## src/rtl/enc_priority_rr.sv

```systemverilog
// Registered N-way request encoder with sticky pending bits, fixed or round-robin selection,
// a valid/ready output stage and a saturating counter of merged (duplicate) requests.
module enc_priority_rr #(
    parameter int N    = 8,
    parameter int IDXW = 3,
    parameter int CNTW = 8
) (
    input  logic            clk,
    input  logic            rst,
    input  logic [N-1:0]    req_in,
    input  logic            mode,
    output logic [IDXW-1:0] out_idx,
    output logic            out_valid,
    input  logic            out_ready,
    output logic [N-1:0]    pend,
    output logic [CNTW-1:0] coalesce_cnt
);

    logic [N-1:0]    pend_r;
    logic [IDXW-1:0] out_idx_r;
    logic            out_valid_r;
    logic [IDXW-1:0] ptr_r;
    logic [CNTW-1:0] cnt_r;

    logic [IDXW-1:0] sel_fix_s;
    logic [IDXW-1:0] sel_hi_s;
    logic [IDXW-1:0] sel_lo_s;
    logic            found_hi_s;
    logic [IDXW-1:0] sel_s;
    logic [IDXW-1:0] ptr_nxt_s;
    logic            load_s;
    logic [N-1:0]    clr_s;
    logic            coal_s;

    // Selection, load decision, clear mask and coalesce detection from the current pend register
    always_comb begin
        sel_fix_s  = {IDXW{1'b0}};
        sel_hi_s   = {IDXW{1'b0}};
        sel_lo_s   = {IDXW{1'b0}};
        found_hi_s = 1'b0;
        for (int i = 0; i < N; i++) begin
            if (pend_r[i]) begin
                sel_fix_s = IDXW'(i);
            end else begin
                sel_fix_s = sel_fix_s;
            end
        end
        // Round-robin: lowest set index at or above ptr, otherwise wrap to lowest set index overall
        for (int i = N - 1; i >= 0; i--) begin
            if (pend_r[i] && (i >= int'(ptr_r))) begin
                sel_hi_s   = IDXW'(i);
                found_hi_s = 1'b1;
            end else begin
                sel_hi_s   = sel_hi_s;
            end
            if (pend_r[i]) begin
                sel_lo_s = IDXW'(i);
            end else begin
                sel_lo_s = sel_lo_s;
            end
        end

        if (mode) begin
            sel_s = found_hi_s ? sel_hi_s : sel_lo_s;
        end else begin
            sel_s = sel_fix_s;
        end

        if (sel_s == IDXW'(N - 1)) begin
            ptr_nxt_s = {IDXW{1'b0}};
        end else begin
            ptr_nxt_s = sel_s + IDXW'(1);
        end

        load_s = (pend_r != {N{1'b0}}) && (!out_valid_r || out_ready);
        if (load_s) begin
            clr_s = {{(N-1){1'b0}}, 1'b1} << sel_s;
        end else begin
            clr_s = {N{1'b0}};
        end
        coal_s = |(req_in & pend_r & ~clr_s);
    end

    // State update: pending vector, output stage, round-robin pointer and coalesce counter
    always_ff @(posedge clk or posedge rst) begin
        if (rst) begin
            pend_r      <= {N{1'b0}};
            out_idx_r   <= {IDXW{1'b0}};
            out_valid_r <= 1'b0;
            ptr_r       <= {IDXW{1'b0}};
            cnt_r       <= {CNTW{1'b0}};
        end else begin
            pend_r <= (pend_r & ~clr_s) | req_in;

            if (load_s) begin
                out_idx_r   <= sel_s;
                out_valid_r <= 1'b1;
            end else if (out_valid_r && out_ready) begin
                out_valid_r <= 1'b0;
            end else begin
                out_valid_r <= out_valid_r;
            end

            if (load_s && mode) begin
                ptr_r <= ptr_nxt_s;
            end else begin
                ptr_r <= ptr_r;
            end

            if (coal_s && (cnt_r != {CNTW{1'b1}})) begin
                cnt_r <= cnt_r + CNTW'(1);
            end else begin
                cnt_r <= cnt_r;
            end
        end
    end

    assign out_idx      = out_idx_r;
    assign out_valid    = out_valid_r;
    assign pend         = pend_r;
    assign coalesce_cnt = cnt_r;

endmodule

```

## config.mk

```make
export PLATFORM = sky130hd
export DESIGN_NAME = enc_priority_rr
export DESIGN_NICKNAME = d
export VERILOG_FILES = /design/src/rtl/enc_priority_rr.sv
export SDC_FILE = /design/constraint.sdc
export NUM_CORES = 1
export LEC_CHECK = 0
export ABC_AREA = 1
export BUFFER_PORTS_ARGS = -buffer_cell sky130_fd_sc_hd__buf_2
export CORE_MARGIN = 2
export CORE_UTILIZATION = 52
export CTS_CLUSTER_DIAMETER = 200
export CTS_CLUSTER_SIZE = 16
export DETAILED_ROUTE_END_ITERATION = 7
export PLACE_DENSITY = 0.75
export SKIP_LAST_GASP = 1
export SLEW_MARGIN = 10
export SYNTH_ARGS = -nofsm -noshare
export SYNTH_HDL_FRONTEND = slang
export SYNTH_SLANG_ARGS = --single-unit
```

## constraint.sdc

```tcl
create_clock -name clk -period 5.37 [get_ports clk]
set_clock_uncertainty 0.05 [all_clocks]
set_input_delay 0.8055 -clock clk [delete_from_list [all_inputs] [get_ports clk]]
set_output_delay 0.8055 -clock clk [all_outputs]
set_load 0.01 [all_outputs]
```

==> results summary <==
The count of buffers added on input and output ports is 31. Cell internal power was estimated by the tool at 0.000417 W. The total half-perimeter wirelength after legalization and detailed placement is 2670 µm. The sum of negative setup slack is 0 ns. The detailed router finished its first iteration with 47 violations. The filler cell count is 286.

The proportion of power drawn by the clock network is 10.3%. The top cell type by total area after synthesis is sky130_fd_sc_hd__dfrtp_1. The setup violation total in the final timing report came out at 0. The startpoint class of the critical path is a register. The routability-driven placement congestion ratio is 0.851. In the post-synthesis netlist, the biggest area contributors are sky130_fd_sc_hd__dfrtp_1 (36%), sky130_fd_sc_hd__nand2_1 (16%), sky130_fd_sc_hd__ha_1 (5.4%). The number of hold buffers added after cts came out at 0. The height of the die is 59.8 µm.

The maximum fanout along the worst path came out at 9. The total congestion overflow is 0. The maximum ir drop on the vdd rail is 256 µV. The flow ran to the end, and the final reports show no timing, DRC or antenna violations. The largest net degree at the start of global routing came out at 24. The slack of the critical path came out at 2.42 ns. The post-detailed-route count of antenna-violating nets is 0. The path type of the worst setup path is register to register. The share of total power consumed by net switching came out at 45.6%. The measured slew at the worst slew-check pin is 0.867 ns. The worst path in the final design needs a cycle of 2.95 ns, including I/O delays and setup. The total leakage power came out at 0.984 nW. The number of sinks driven by the clock tree came out at 23. The register bit count reported by yosys is 23.

The starting utilization of the core area came out at 53.9%. The number of top-level design ports came out at 32. The proportion of layout cells with a drive suffix above 1 came out at 26.9%. The repair_antennas step left the layout with diodes totalling 0.

The number of gates given a new drive strength after cts is 0. During synthesis, Yosys emitted a total of 0 warnings. The part of the total power dissipated in combinational logic is 50.0%. In this run the power density over the cells is 419 nW/µm².

After the last flow step, the layout net total stands at 273. Sequential elements use 35.6% of the synthesized area. The total length of routed wires is 3340 µm. The floorplan core area is 3000 µm². The routed via count came out at 1,478.

The DRC violation count after routing came out at 0. The CTS clock-pin slew for the worst setup and hold paths came out at 0.13 ns. Sequential cells account for 39.7% of the total power. The max-slew violation count came out at 0.

The standard cell area after detailed placement came out at 1800 µm². The count of distinct cell types in the synthesized netlist came out at 27. The number of nets handed over by synthesis was 238. After floorplanning, the core was divided into 20 placement rows. The data arrival time of the critical path is 3.15 ns. The library cells used most frequently in the layout, excluding fill and tap cells, are sky130_fd_sc_hd__nand2_1 (71), sky130_fd_sc_hd__buf_2 (31), sky130_fd_sc_hd__dfrtp_1 (23). The area growth from synthesis to layout is 13.1%. The area share of the largest cell type after synthesis is 35.6%. The finished layout cell area came out at 1830 µm². Data on the critical path is required at its endpoint by 5.57 ns.

The via count of the first global-routing pass was 1,362. The number of buffers created by CTS came out at 3. Across the run, the number of max-cap violations was 0. The wire length per cell came out at 11.7 µm. Synthesis produced 219 cells.

The min-delay analysis places its worst path in the category register to register. The first detailed-routing pass ran for 4 iterations. The die footprint is 3570 µm². TritonCTS built the clock tree. The wire length of the first global-routing pass is 5950 µm. The relative slew slack is 42.2%. The post-CTS setup buffer count came out at 0. Dividing the detail-routed via count by the number of cells gives 5.17.

Leaving out fill and tap cells, the most frequent cell in the layout is sky130_fd_sc_hd__nand2_1. The switching power came out at 0.000350 W. The initial antenna violation count came to 0. The width of the die is 59.8 µm.

The number of levels in the clock H-tree came out at 1. Prior to clock tree synthesis, the placed netlist has a worst setup slack of 2.45 ns. The average footprint of a synthesized cell is 7.39 µm². Setup repair after global routing left no endpoint under its margin.

The design draws 0.000766 W. The latest clock arrival within the worst-skew pair is 0.31 ns. The achievable frequency is 339 MHz. The root cell of the clock tree is sky130_fd_sc_hd__clkbuf_4. STA classifies the critical path endpoint as a register. The final critical-path share of the clock period came out at 55.0%.

The post-synth design cell area came out at 1620 µm². The final count of hold timing violations is 0. No sink is reached through more buffers than the 2 on the longest clock path. The overall global routing resource usage came out at 21.8%.
==> critical path, cell delays in order, from the launching register on <==
cell,delay (ns)
sky130_fd_sc_hd__dfrtp_1,0.47
sky130_fd_sc_hd__nand3_1,0.13
sky130_fd_sc_hd__nand2_2,0.09
sky130_fd_sc_hd__nand2_2,0.07
sky130_fd_sc_hd__nor2_4,0.11
sky130_fd_sc_hd__nand4_1,0.08
sky130_fd_sc_hd__nor2_1,0.14
sky130_fd_sc_hd__nand2_1,0.06
sky130_fd_sc_hd__o21ai_0,0.14
sky130_fd_sc_hd__nand2_1,0.06
sky130_fd_sc_hd__o21ai_0,0.19
sky130_fd_sc_hd__ha_1,0.27
sky130_fd_sc_hd__ha_1,0.15
sky130_fd_sc_hd__inv_1,0.05
sky130_fd_sc_hd__o21ai_1,0.17
sky130_fd_sc_hd__o21ai_0,0.12
sky130_fd_sc_hd__inv_2,0.06
sky130_fd_sc_hd__nand2_2,0.06
sky130_fd_sc_hd__nor2_4,0.12
sky130_fd_sc_hd__nand2_4,0.10
sky130_fd_sc_hd__nand2_4,0.12
sky130_fd_sc_hd__nand2_1,0.06
sky130_fd_sc_hd__nand2_1,0.05
==> state kept, by name (all words and copies together) (netlist names) <==
signal        cells
ptr_r             3
pend              8
coalesce_cnt      8
out_idx           3
out_valid         1
==> final cells by class <==
cell class	instances	area, µm²	share of cell area (%)
multi-input combinational	166	920	50.2
tap	33	41.3	2.26
inverter	29	111	6.08
clock inverter	1	5.00	0.273
timing repair buffer	31	155	8.48
clock buffer	3	22.5	1.23
sequential	23	576	31.4
==> synth_stat cells (all sizes together) <==
| library cell | count |
|---|---|
| o21ai | 11 |
| inv | 29 |
| nand4 | 2 |
| o21bai | 6 |
| xor2 | 4 |
| nor2 | 20 |
| nand2 | 83 |
| ha | 7 |
| nand3 | 20 |
| a21boi | 1 |
| dfrtp | 23 |
| xnor2 | 2 |
| buf | 1 |
| nor3 | 1 |
| a21oi | 5 |
| a21o | 4 |
==> path summary, 6_finish.rpt <==
path | cells after the start | end | slack (ns) | start
worst max-delay path | 22 | coalesce_cnt[0]$_DFFE_PP0P_ | 2.42 | ptr_r[2]$_DFFE_PP0P_
worst min-delay path | 2 | out_idx[1]$_DFFE_PP0P_ | 0.45 | out_idx[1]$_DFFE_PP0P_
worst max register to register | 22 | coalesce_cnt[0]$_DFFE_PP0P_ | 2.42 | ptr_r[2]$_DFFE_PP0P_
worst min register to register | 2 | out_idx[1]$_DFFE_PP0P_ | 0.45 | out_idx[1]$_DFFE_PP0P_
max in group asynchronous | 2 | ptr_r[1]$_DFFE_PP0P_ | 4.13 | rst
min in group asynchronous | 2 | coalesce_cnt[4]$_DFFE_PP0P_ | 0.60 | rst
==> cells by family after synthesis <==
group                    Yosys count  share of synthesized area (%)
AO/OA/AOI/OAI                     27                           11.4
XOR/XNOR                           6                           3.25
adder cells (fa/ha/maj)            7                           5.41
buffers and inverters             30                           7.58
flip-flops                        23                           35.6
AND/OR/NAND/NOR                  126                           36.7
==> stage by stage <==
| step | hold slack, ns | util (%) | instances |
|---|---|---|---|
| 2_1_floorplan | 0.463 | - | 219 |
| 3_3_place_gp | 0.418 | 60.0 | 282 |
| 3_5_place_dp | 0.415 | 60.0 | 282 |
| 4_1_cts | 0.449 | 61.0 | 286 |
| 5_1_grt | 0.467 | 61.0 | 286 |
| 6_report | 0.445 | 61.0 | 286 |
==> layer usage <==
| layer | part of all wire (%) | vias to the layer above | GRT usage (%) |
|---|---|---|---|
| li1 | - | 762 | - |
| met2 | 47 | 40 | 34.9 |
| met1 | 47 | 672 | 30.4 |
| met4 | 1.2 | 0 | 6.35 |
| met5 | 0 | - | 0 |
| met3 | 5.4 | 4 | 3.25 |
==> power groups by stage <==
stage | clock (W) | sequential (W) | combinational (W)
finish | 0.0000788 | 0.000304 | 0.000384
global route | 0.0000928 | 0.000314 | 0.000449
CTS | 0.0000832 | 0.000303 | 0.000388
detailed placement | 0 | 0.000306 | 0.000387
global placement | 0 | 0.000308 | 0.000382
floorplan | 0 | 0.000314 | 0.000268
(Power assumes the default switching activity.)
